### src/rtl/pcpi_vec_mem_arbiter.sv
// ---------------------------------------------------------------------------
// pcpi_vec_mem_arbiter
//
// Shares one single-ported memory between the picorv32 CPU memory port and
// the picorv32_pcpi_vec memory port. Round-robin arbitration, one transaction
// at a time, all downstream and upstream outputs registered.
//
// Sequence per transaction: IDLE (grant) -> BUSY (wait mem_ready) -> RESP
// (one-cycle ready pulse to the grantee) -> IDLE. The RESP cycle is a bubble
// that lets the served requester drop its valid before inputs are sampled
// again, and guarantees mem_valid falls the cycle after mem_ready.
//
// Ports:
//   clk, resetn                 clock, asynchronous active-low reset
//   cpu_mem_valid/instr/addr/wdata/wstrb   CPU request (held until ready)
//   cpu_mem_ready, cpu_mem_rdata           CPU completion pulse and read data
//   vec_mem_valid/addr/wdata/wstrb         vector unit request
//   vec_mem_ready, vec_mem_rdata           vector completion pulse and data
//   mem_valid/instr/addr/wdata/wstrb       downstream request (registered)
//   mem_ready, mem_rdata                   downstream completion and data
//   gnt_vec                     1 while the vector unit owns the memory
//
// Optional feature (macro PCPI_VEC_ARB_BURST_EN): on a tie the vector unit
// keeps the memory for up to VEC_BURST_MAX consecutive grants. Without the
// macro the arbiter alternates strictly on ties.
// ---------------------------------------------------------------------------
module pcpi_vec_mem_arbiter #(
  parameter int ADDR_W        = 32,
  parameter int DATA_W        = 32,
  parameter int VEC_BURST_MAX = 4
) (
  input  logic                clk,
  input  logic                resetn,
  input  logic                cpu_mem_valid,
  input  logic                cpu_mem_instr,
  input  logic [ADDR_W-1:0]   cpu_mem_addr,
  input  logic [DATA_W-1:0]   cpu_mem_wdata,
  input  logic [DATA_W/8-1:0] cpu_mem_wstrb,
  output logic                cpu_mem_ready,
  output logic [DATA_W-1:0]   cpu_mem_rdata,
  input  logic                vec_mem_valid,
  input  logic [ADDR_W-1:0]   vec_mem_addr,
  input  logic [DATA_W-1:0]   vec_mem_wdata,
  input  logic [DATA_W/8-1:0] vec_mem_wstrb,
  output logic                vec_mem_ready,
  output logic [DATA_W-1:0]   vec_mem_rdata,
  output logic                mem_valid,
  output logic                mem_instr,
  output logic [ADDR_W-1:0]   mem_addr,
  output logic [DATA_W-1:0]   mem_wdata,
  output logic [DATA_W/8-1:0] mem_wstrb,
  input  logic                mem_ready,
  input  logic [DATA_W-1:0]   mem_rdata,
  output logic                gnt_vec
);

  typedef enum logic [1:0] {
    ST_IDLE = 2'd0,
    ST_BUSY = 2'd1,
    ST_RESP = 2'd2
  } state_t;

  // Reject burst limits the 4-bit burst counter cannot represent.
  if (VEC_BURST_MAX < 1 || VEC_BURST_MAX > 15) begin : g_bad_burst_max
    $error("VEC_BURST_MAX must be in 1..15");
  end

  state_t              state_q;
  logic                rr_last_q;     // last grantee: 1 = VEC, 0 = CPU
  logic                mem_valid_q;
  logic                mem_instr_q;
  logic [ADDR_W-1:0]   mem_addr_q;
  logic [DATA_W-1:0]   mem_wdata_q;
  logic [DATA_W/8-1:0] mem_wstrb_q;
  logic                gnt_vec_q;
  logic                cpu_ready_q;
  logic                vec_ready_q;
  logic [DATA_W-1:0]   cpu_rdata_q;
  logic [DATA_W-1:0]   vec_rdata_q;

  logic                req_any_s;
  logic                pick_vec_s;

  assign req_any_s = cpu_mem_valid | vec_mem_valid;

`ifdef PCPI_VEC_ARB_BURST_EN
  localparam logic [3:0] BURST_LIMIT = 4'(VEC_BURST_MAX - 1);

  // vec_prev_q marks that the previous grant really went to VEC. It differs
  // from rr_last_q only after reset, where rr_last_q=VEC but no VEC grant has
  // happened yet, so the CPU still wins the first tie.
  logic [3:0] burst_cnt_q;
  logic       vec_prev_q;
  logic       grant_s;

  assign grant_s = (state_q == ST_IDLE) && req_any_s;

  // Count consecutive VEC grants; any CPU grant restarts the run.
  always_ff @(posedge clk or negedge resetn) begin
    if (!resetn) begin
      burst_cnt_q <= 4'd0;
      vec_prev_q  <= 1'b0;
    end else if (grant_s) begin
      vec_prev_q <= pick_vec_s;
      if (pick_vec_s && vec_prev_q) begin
        burst_cnt_q <= (burst_cnt_q == 4'hF) ? 4'hF : burst_cnt_q + 4'd1;
      end else begin
        burst_cnt_q <= 4'd0;
      end
    end else begin
      burst_cnt_q <= burst_cnt_q;
      vec_prev_q  <= vec_prev_q;
    end
  end
`endif

  // Arbitration decision, only acted upon in IDLE.
  always_comb begin
    pick_vec_s = 1'b0;
    if (cpu_mem_valid && vec_mem_valid) begin
`ifdef PCPI_VEC_ARB_BURST_EN
      pick_vec_s = (vec_prev_q && (burst_cnt_q < BURST_LIMIT)) ? 1'b1 : ~rr_last_q;
`else
      pick_vec_s = ~rr_last_q;
`endif
    end else begin
      pick_vec_s = vec_mem_valid;
    end
  end

  // Transaction FSM with all outputs registered.
  always_ff @(posedge clk or negedge resetn) begin
    if (!resetn) begin
      state_q     <= ST_IDLE;
      rr_last_q   <= 1'b1;
      mem_valid_q <= 1'b0;
      mem_instr_q <= 1'b0;
      mem_addr_q  <= '0;
      mem_wdata_q <= '0;
      mem_wstrb_q <= '0;
      gnt_vec_q   <= 1'b0;
      cpu_ready_q <= 1'b0;
      vec_ready_q <= 1'b0;
      cpu_rdata_q <= '0;
      vec_rdata_q <= '0;
    end else begin
      case (state_q)
        ST_IDLE: begin
          cpu_ready_q <= 1'b0;
          vec_ready_q <= 1'b0;
          if (req_any_s) begin
            mem_valid_q <= 1'b1;
            mem_instr_q <= pick_vec_s ? 1'b0 : cpu_mem_instr;
            mem_addr_q  <= pick_vec_s ? vec_mem_addr  : cpu_mem_addr;
            mem_wdata_q <= pick_vec_s ? vec_mem_wdata : cpu_mem_wdata;
            mem_wstrb_q <= pick_vec_s ? vec_mem_wstrb : cpu_mem_wstrb;
            gnt_vec_q   <= pick_vec_s;
            rr_last_q   <= pick_vec_s;
            state_q     <= ST_BUSY;
          end else begin
            gnt_vec_q <= 1'b0;
            state_q   <= ST_IDLE;
          end
        end
        ST_BUSY: begin
          if (mem_ready) begin
            mem_valid_q <= 1'b0;
            if (gnt_vec_q) begin
              vec_rdata_q <= mem_rdata;
              vec_ready_q <= 1'b1;
            end else begin
              cpu_rdata_q <= mem_rdata;
              cpu_ready_q <= 1'b1;
            end
            state_q <= ST_RESP;
          end else begin
            state_q <= ST_BUSY;
          end
        end
        ST_RESP: begin
          // Always return to IDLE: never re-grant straight out of RESP.
          cpu_ready_q <= 1'b0;
          vec_ready_q <= 1'b0;
          gnt_vec_q   <= 1'b0;
          state_q     <= ST_IDLE;
        end
        default: begin
          mem_valid_q <= 1'b0;
          gnt_vec_q   <= 1'b0;
          cpu_ready_q <= 1'b0;
          vec_ready_q <= 1'b0;
          state_q     <= ST_IDLE;
        end
      endcase
    end
  end

  assign mem_valid     = mem_valid_q;
  assign mem_instr     = mem_instr_q;
  assign mem_addr      = mem_addr_q;
  assign mem_wdata     = mem_wdata_q;
  assign mem_wstrb     = mem_wstrb_q;
  assign gnt_vec       = gnt_vec_q;
  assign cpu_mem_ready = cpu_ready_q;
  assign cpu_mem_rdata = cpu_rdata_q;
  assign vec_mem_ready = vec_ready_q;
  assign vec_mem_rdata = vec_rdata_q;

endmodule

### config.mk
export PLATFORM = sky130hd
export DESIGN_NAME = pcpi_vec_mem_arbiter
export DESIGN_NICKNAME = d
export VERILOG_FILES = /design/src/rtl/pcpi_vec_mem_arbiter.sv
export SDC_FILE = /design/constraint.sdc
export NUM_CORES = 1
export LEC_CHECK = 0
export ABC_AREA = 1
export CORE_AREA = 2 2 121 123
export DETAILED_ROUTE_END_ITERATION = 7
export DIE_AREA = 0 0 123 125
export DONT_BUFFER_PORTS = 1
export PLACE_DENSITY = 0.67
export REMOVE_ABC_BUFFERS = 1
export SYNTH_ARGS = -nofsm -noshare
export SYNTH_HDL_FRONTEND = slang
export SYNTH_SLANG_ARGS = --single-unit
### constraint.sdc
create_clock -name clk -period 3.9 [get_ports clk]
set_clock_uncertainty 0.05 [all_clocks]
set_input_delay 0.39 -clock clk [delete_from_list [all_inputs] [get_ports clk]]
set_output_delay 0.39 -clock clk [all_outputs]
set_load 0.01 [all_outputs]
**Yosys cells after proc, flatten, opt, wreduce, memory -nomap -nowiden**

Index checks and enable logic that the tools add are counted.

- Output and inout port bits: 137
- Register bits: 140

- Bitwise gates (word level): 4
- Reduce and logical (&&, ||, !) cells: 8
- Multiplexer cells: 19
- Equality and inequality tests: 6

Operators by type and width:

| kind | number |
|---|---|
| $mux 32 | 2 |
| $mux 1 | 12 |
| $reduce_and 3->1 | 3 |
| $ne 2x2->1 const B | 4 |
| $reduce_and 2->1 | 3 |
| $mux 4 | 1 |
| $pmux 2 s2 | 1 |
| $not 1->1 | 3 |
| $pmux 1 s3 | 1 |
| $eq 2x1->1 const B | 1 |
| $eq 2x2->1 const B | 1 |
| $logic_not 2->1 | 1 |
| $mux 2 | 1 |
| $pmux 1 s2 | 1 |
| $logic_and 1x1->1 | 1 |
| $or 1x1->1 | 1 |

**Depth between registers and ports, before layout**

Gate-level depths: netlist (run 1).

- Depth in word-level cells: 4
- Mapped depth: 7
- Mapped depth without buffers: 6

**Worst setup path before layout (run 1)**

Ideal clock, no wire load.

- Path type: register -> register
- From: register rr_last_q
- To: register mem_wdata_q[11], in the netlist mem_wdata[11]
- Slack: 2598 ps
- Clock period less this slack: 1302 ps
- Arrival: 1134 ps
- Stages on the path, launching flop included: 8
- Path buffers: 2
- Data required time: 3732 ps
- Library setup time: 118 ps
- Cells stage by stage: dfstp_2 nand2_2 nand2_1 buf_4 buf_6 nand2_1 nand3_1 nand2_1

- Cells in the longest elaborated chain, start to end: 3

RTL lines:

| what | RTL line | text |
|---|---|---|
| from (decl) | 69 | `logic rr_last_q;` |
| from (signal assigned) | 158 | `rr_last_q <= pick_vec_s;` |
| $not 1->1 | 124 | `pick_vec_s = ~rr_last_q;` |
| $mux 1 | 120 | `if (cpu_mem_valid && vec_mem_valid) begin` |
| $mux 32 | 155 | `mem_wdata_q <= pick_vec_s ? vec_mem_wdata : cpu_mem_wdata;` |
| to (signal assigned) | 155 |  |
| to (decl) | 73 | `logic [DATA_W-1:0] mem_wdata_q;` |

Every way passes these cells.
A chain may end at the register's enable or synchronous reset.

**Final worst setup path (run 1)**

- From: register rr_last_q
- To: register mem_addr_q[16], in the netlist mem_addr[16]

- Cells in the longest elaborated chain, start to end: 3

RTL lines:

| what | RTL line | text |
|---|---|---|
| $not 1->1 | 124 |  |
| $mux 1 | 120 |  |
| $mux 32 | 154 | `mem_addr_q <= pick_vec_s ? vec_mem_addr : cpu_mem_addr;` |
| to (signal assigned) | 154 |  |
| to (decl) | 72 | `logic [ADDR_W-1:0] mem_addr_q;` |

Every way passes these cells.

==> results of run 1 <==
## registers in the layout (all words and copies together), names as in the netlist
signal         cells
rr_last_q          1
mem_instr          1
vec_mem_ready      1
mem_valid          1
cpu_mem_rdata     32
cpu_mem_ready      1
vec_mem_rdata     32
mem_addr          32
mem_wstrb          4
mem_wdata         32
state_q            2
gnt_vec            1
## worst max-delay path: stages (launching register included)
cell and delay (ns):
dfstp_2 0.53, nand2_2 0.05, nand2_2 0.52, buf_4 0.47, nand2_1 0.09, nand3_1 0.08
nand2_1 0.07
## layout make-up
class / count / area [um^2]
fill: 1394 / 7010
sequential: 140 / 3500
inverter: 173 / 649
timing repair buffer: 7 / 75.1
tap: 184 / 230
multi-input combinational: 494 / 2140
clock buffer: 20 / 457
clock inverter: 12 / 136
## cell usage in the layout, fill, tap and decap left out, drive strengths merged
master and n:
clkinv 5, clkbuf 20, inv 175, bufinv 2
dfstp 1, nand3 138, clkinvlp 3, a21oi 1
dfrtp 139, o21ai 65, buf 6, nor2 7
nand2 282, dlygate4sd3 1, nand4 1
## per-stage QoR
| stage | setup WS [ns] | hold slack [ns] | power (mW) | area (um^2) | std cells |
|---|---|---|---|---|---|
| floorplan | 1.22 | 0.0444 | 3.89 | 6290 | 807 |
| global placement | 1.93 | 0.0470 | 4.35 | 6560 | 996 |
| detailed placement | 1.90 | 0.0471 | 4.42 | 6560 | 996 |
| CTS | 1.90 | 0.0232 | 6.08 | 7190 | 1030 |
| global route | 1.72 | 0.0184 | 6.46 | 7190 | 1030 |
| finish | 1.90 | 0.0400 | 6.00 | 7190 | 1030 |
## worst paths after layout
path,start,endpoint,slack [ns],cells past startpoint
setup reg to reg,rr_last_q,mem_addr[16],1.90,6
min in group asynchronous,resetn,cpu_mem_rdata[20],0.59,2
hold reg to reg,rr_last_q,rr_last_q,0.43,2
hold / removal,mem_ready,state_q[0],0.04,1
max in group asynchronous,resetn,mem_addr[19],2.70,2
setup / recovery,rr_last_q,mem_addr[16],1.90,6
## logic make-up (layout without fill, tap and decap cells)
| kind of cell | Yosys count | in the layout | synth area share (%) |
|---|---|---|---|
| AOI/OAI and AO/OA | 66 | 66 | 5.05 |
| buffers and inverters | 223 | 212 | 13.8 |
| DFF | 140 | 140 | 53.6 |
| and+or+nand+nor | 428 | 428 | 27.6 |
## power by group through the flow
stage / clock network [mW] / registers [mW] / logic, mW
global route: 1.70 / 3.14 / 1.62
detailed placement: 0 / 3.06 / 1.35
floorplan: 0 / 2.85 / 1.04
CTS: 1.64 / 3.06 / 1.38
global placement: 0 / 3.06 / 1.29
finish: 1.60 / 3.05 / 1.35
## per-layer routing
layer | vias to the layer above | part of all wire (%) | global-route usage [%]
met3 | 21 | 11 | 9.31
met4 | 0 | 1.6 | 6.75
met1 | 2404 | 39 | 25.4
met5 | - | 0 | 0
li1 | 2534 | - | -
met2 | 261 | 48 | 36.4
==> results by group, run 1 <==
Outcome
  • Status: complete, no violations

GRT
  • Largest net degree at the start of global routing: 141
  • Grt ovf: 0
  • Total GRT Usage: 21.8%
  • Initial antenna violation count: 0
  • Global-route wire length before repair: 26000 um
  • Number of global-route vias before repair: 5058

Detailed routing
  • Routed Antenna Nets: 0
  • Drt wl/cell: 16.3 um
  • DRC: 0
  • Vias: 5220
  • DRT iter0 DRCs: 258
  • WL final: 16700 um
  • Vias per inst: 5.07
  • Detailed Routing Iterations Pass 1: 5

Clock tree
  • CTS tree: done
  • H-Tree Depth: 4
  • Post-cts resize count: 0
  • CTS buffer count: 17
  • Root Buffer: clkbuf_16
  • Clock tree buffer depth: 2
  • Clk Latency, worst-skew pair: 0.41 ns
  • # clock sinks: 140
  • Hold-fix buffers, CTS: 2
  • Post-CTS Repair Setup Buffers: 0
  • Clk pin slew, worst setup/hold paths: 0.06 ns

Cells and area
  • Final core utilization: 50.6%
  • Share of layout cells above drive strength 1: 5.44%
  • Layout area overhead: 9.97%
  • Nets@finish: 1007
  • N_diodes: 0

Logic synthesis
  • Flops & latches, synth: 140
  • Yosys Warn Count: 0
  • Syn_area_per_cell: 7.63 um^2
  • Top cells by count, synth: nand2_1 (281), inv_1 (171), dfrtp_1 (139)
  • Synth cell types: 19
  • Number of synthesized flops with an enable pin: 0
  • Leading area contributor after synthesis: dfrtp_1
  • Most used DFF post-synth: dfrtp_1
  • Seq/Total Area, Yosys: 53.6%
  • Most frequent cell after synthesis: nand2_1
  • Ys async rst share: 100%
  • Synth top area share: 53.2%
  • Post-synthesis cell area: 6540 um^2
  • Synthesized instance count: 857
  • Top area cells in the synthesized netlist: dfrtp_1 (53%), nand2_1 (16%), nand3_1 (11%)

Worst setup path
  • Critical path capture point type: flop
  • Worst EP required: 4.14 ns
  • CP Data Arrival Time: 2.24 ns
  • Crit Path Class: flop to flop
  • Crit Path Max Fanout: 36
  • Worst Setup Start Kind: flop

Die
  • Io pins: 311
  • Die Ht: 125 um
  • FP Rows: 44
  • Die ar.: 15400 um^2
  • Core area: 14200 um^2
  • Starting density of the core: 46.0%
  • Die X: 123 um

Pwr
  • Logic pwr share: 22.6%
  • P_leak: 4.15 nW
  • Switch share: 39.9%
  • Power Dens Cells: 835 nW/um^2
  • Internal cell power: 3.60 mW
  • Psw: 2.40 mW
  • Sequential power share: 50.8%
  • Max rail drop VDD: 0.382 mV
  • Clock Power Share: 26.6%

STA
  • F_max: 0.500 GHz
  • Final Hold Fails: 0
  • RSZ-0062 raised after global routing: false
  • Max-slew headroom: 32.0%
  • Max-slew violation count: 0
  • Final period util: 51.3%
  • Post-Route Setup TNS: 0 ns
  • Crit path time final: 2.00 ns
  • Slew @ Worst Pin: 1.02 ns
  • Final setup fails: 0

Place
  • Post-detail-place hpwl: 11100 um
  • Placer Congestion: 0.798
  • IO buf count: 0

Min path
  • Tightest Hold Check Type: input port to flop

Flow run
  • Maxcap violations: 0
No activity file was read; power rests on OpenSTA's default activity.
==> run 2, diff against run 1 <==
--- a/config.mk
+++ b/config.mk
@@ -10,7 +10,7 @@
 export DETAILED_ROUTE_END_ITERATION = 7
 export DIE_AREA = 0 0 123 125
 export DONT_BUFFER_PORTS = 1
-export PLACE_DENSITY = 0.67
+export PLACE_DENSITY = 0.7
 export REMOVE_ABC_BUFFERS = 1
 export SYNTH_ARGS = -nofsm -noshare
 export SYNTH_HDL_FRONTEND = slang
==> constraint.sdc (replaced) <==
create_clock -name clk -period 1.7 [get_ports clk]
set_clock_uncertainty 0.05 [all_clocks]
set_input_delay 0.17 -clock clk [delete_from_list [all_inputs] [get_ports clk]]
set_output_delay 0.17 -clock clk [all_outputs]
set_load 0.01 [all_outputs]
==> results by group, run 2 (synthesized netlist as in run 1, its figures left out) <==
Outcome
  • Status: finished with violations (was complete, no violations)
  • Violated checks: negative hold slack

STA
  • Slew @ Worst Pin: 0.531 ns (was 1.02 ns)
  • F_max: 0.643 GHz (was 0.500 GHz)
  • Final Hold Fails: 140 (was 0)
  • RSZ-0062 raised after global routing: false (unchanged)
  • Max-slew headroom: 64.6% (was 32.0%)
  • Worst hold margin: -0.600 ns (was 0.0400 ns)
  • Final period util: 91.6% (was 51.3%)
  • Max-slew violation count: 0 (unchanged)
  • Crit path time final: 1.56 ns (was 2.00 ns)
  • Setup WS post-layout: 0.144 ns (was 1.90 ns)
  • Final setup fails: 0 (unchanged)

Place
  • Post-detail-place hpwl: 11200 um (was 11100 um)
  • IO buf count: 0 (unchanged)
  • Worst slack at placement: 0.130 ns (was 1.90 ns)
  • Placer Congestion: 0.777 (was 0.798)
  • Placed cell count: 999 (was 996)

Pwr
  • Clock Power Share: 26.2% (was 26.6%)
  • Final Power: 14.6 mW (was 6.00 mW)
  • Psw: 5.81 mW (was 2.40 mW)
  • P_leak: 4.92 nW (was 4.15 nW)
  • Power Dens Cells: 1620 nW/um^2 (was 835 nW/um^2)
  • Internal cell power: 8.82 mW (was 3.60 mW)
  • Sequential power share: 48.1% (was 50.8%)
  • Switch share: 39.7% (was 39.9%)
  • Max rail drop VDD: 0.706 mV (was 0.382 mV)
  • Logic pwr share: 25.7% (was 22.6%)

GRT
  • Met2 Resource Use GR: 44.1% (was 36.4%)
  • GR Util met3: 10.7% (was 9.31%)
  • Total GRT Usage: 27.7% (was 21.8%)
  • GR peak layer: met2 (unchanged)
  • Grt ovf: 0 (unchanged)
  • Initial antenna violation count: 1 (was 0)
  • M1 GR Usage: 31.8% (was 25.4%)
  • Number of global-route vias before repair: 6639 (was 5058)
  • Largest net degree at the start of global routing: 141 (unchanged)
  • Global-route wire length before repair: 33400 um (was 26000 um)

Detailed routing
  • Vias per inst: 5.29 (was 5.07)
  • Routed Antenna Nets: 0 (unchanged)
  • Drt wl/cell: 17.5 um (was 16.3 um)
  • Vias: 6368 (was 5220)
  • DRC: 0 (unchanged)
  • DRT iter0 DRCs: 404 (was 258)
  • Detailed Routing Iterations Pass 1: 6 (was 5)
  • WL final: 21100 um (was 16700 um)

Worst setup path
  • Worst path cell trace: nand2_2 > buf_6 > nand3_1 > nand3_1 > nand2_1 (was nand2_2 > nand2_2 > buf_4 > nand2_1 > nand3_1 > nand2_1)
  • Critical path capture point type: flop (unchanged)
  • Delay of the slowest critical-path stage: 0.41 ns (was 0.53 ns)
  • Critical-path top delay cell: buf_6 (was dfstp_2)
  • Worst Setup Start Kind: flop (unchanged)
  • Crit Path Class: flop to flop (unchanged)
  • Worst EP required: 1.95 ns (was 4.14 ns)
  • Crit path max-delay family: simple AND/OR/NAND/NOR gates (unchanged)
  • Crit Path Max Fanout: 65 (was 36)
  • CP Data Arrival Time: 1.81 ns (was 2.24 ns)
  • Critical Path Most Common Cell: nand3_1
  • Crit path buffers/inverters: 1 (unchanged)

Die
  • Io pins: 311 (unchanged)
  • FP Rows: 44 (unchanged)
  • Die ar.: 15400 um^2 (unchanged)
  • Core area: 14200 um^2 (unchanged)
  • Die Ht: 125 um (unchanged)
  • Die X: 123 um (unchanged)
  • Starting density of the core: 46.0% (unchanged)

Cells and area
  • Nets@finish: 1180 (was 1007)
  • Share of layout cells above drive strength 1: 4.81% (was 5.44%)
  • Non-Filler Instances: 1203 (was 1030)
  • Commonest non-fill, non-tap cells in the layout: nand2_1 (279), inv_1 (171), dlygate4sd3_1 (171), dfrtp_1 (139), nand3_1 (138) (was nand2_1 (279), inv_1 (171), dfrtp_1 (139), nand3_1 (138), o21ai_0 (65))
  • Number of fill cells: 1064 (was 1394)
  • Final core utilization: 63.5% (was 50.6%)
  • Layout area overhead: 37.9% (was 9.97%)
  • Leading cell type in the layout, fill and taps excluded: nand2_1 (unchanged)

Min path
  • Tightest Hold Check Type: input port to asynchronous set/reset pin (was input port to flop)

Clock tree
  • H-Tree Depth: 4 (unchanged)
  • CTS buffer count: 17 (unchanged)
  • Post-CTS Repair Setup Buffers: 0 (unchanged)
  • Root Buffer: clkbuf_16 (unchanged)
  • Hold-fix buffers, CTS: 172 (was 2)
  • CTS tree: done (unchanged)
  • Clk pin slew, worst setup/hold paths: 0.06 ns (about the same)
  • Clk Latency, worst-skew pair: 0.41 ns (about the same)
  • Clock tree buffer depth: 2 (unchanged)
  • # clock sinks: 140 (unchanged)

Flow run
  • Maxcap violations: 0 (unchanged)
==> run 2: final timing paths <==
path,from,endpoint,slack (ns),cells after the start
max,rr_last_q,mem_wdata[10],0.14,5
min,resetn,vec_mem_rdata[5],-0.60,0
max reg2reg,rr_last_q,mem_wdata[10],0.14,5
min reg2reg,rr_last_q,rr_last_q,0.43,2
max in group asynchronous,resetn,rr_last_q,1.93,0
min in group clk,vec_mem_valid,mem_addr[20],0.17,4
==> run 2: final cells by class <==
type                    instances  area [um^2]  share of cell area (%)
diodes                          1         2.50                  0.0278
clock buffers                  19          453                    5.02
clock inverters                12          163                    1.80
inverters                     173          649                    7.20
multi-input cells             494         2140                    23.7
flip-flops and latches        140         3500                    38.9
well taps                     184          230                    2.55
repair buffers                180         1880                    20.8
==> run 2: repair_timing <==
action	4_1_cts	5_1_grt
endpoints found under the setup margin	0	25
gates resized for setup	0	1
hold endpoints to repair	278	140
==> run 2: per-stage QoR <==
stage / instance area, um^2 / setup TNS [ns]
final: 9020 / 0
after global routing: 9020 / 0
after CTS: 9010 / 0
after detailed placement: 6660 / 0
after floorplan: 6290 / -88.91
after global placement: 6660 / 0
==> run 2: layer usage <==
layer / up-vias / share of wire (%)
met3: 93 / 12
met2: 481 / 47
met4: 0 / 4.9
met5: - / 0
met1: 2909 / 36
li1: 2885 / -
==> run 2: power groups by stage <==
stage	registers (mW)	clock network, mW	logic [mW]
after global placement	7.00	0	3.15
after CTS	6.98	3.92	3.63
after global routing	7.23	4.08	4.32
final	7.04	3.83	3.76
after detailed placement	6.99	0	3.30
after floorplan	6.54	0	2.39
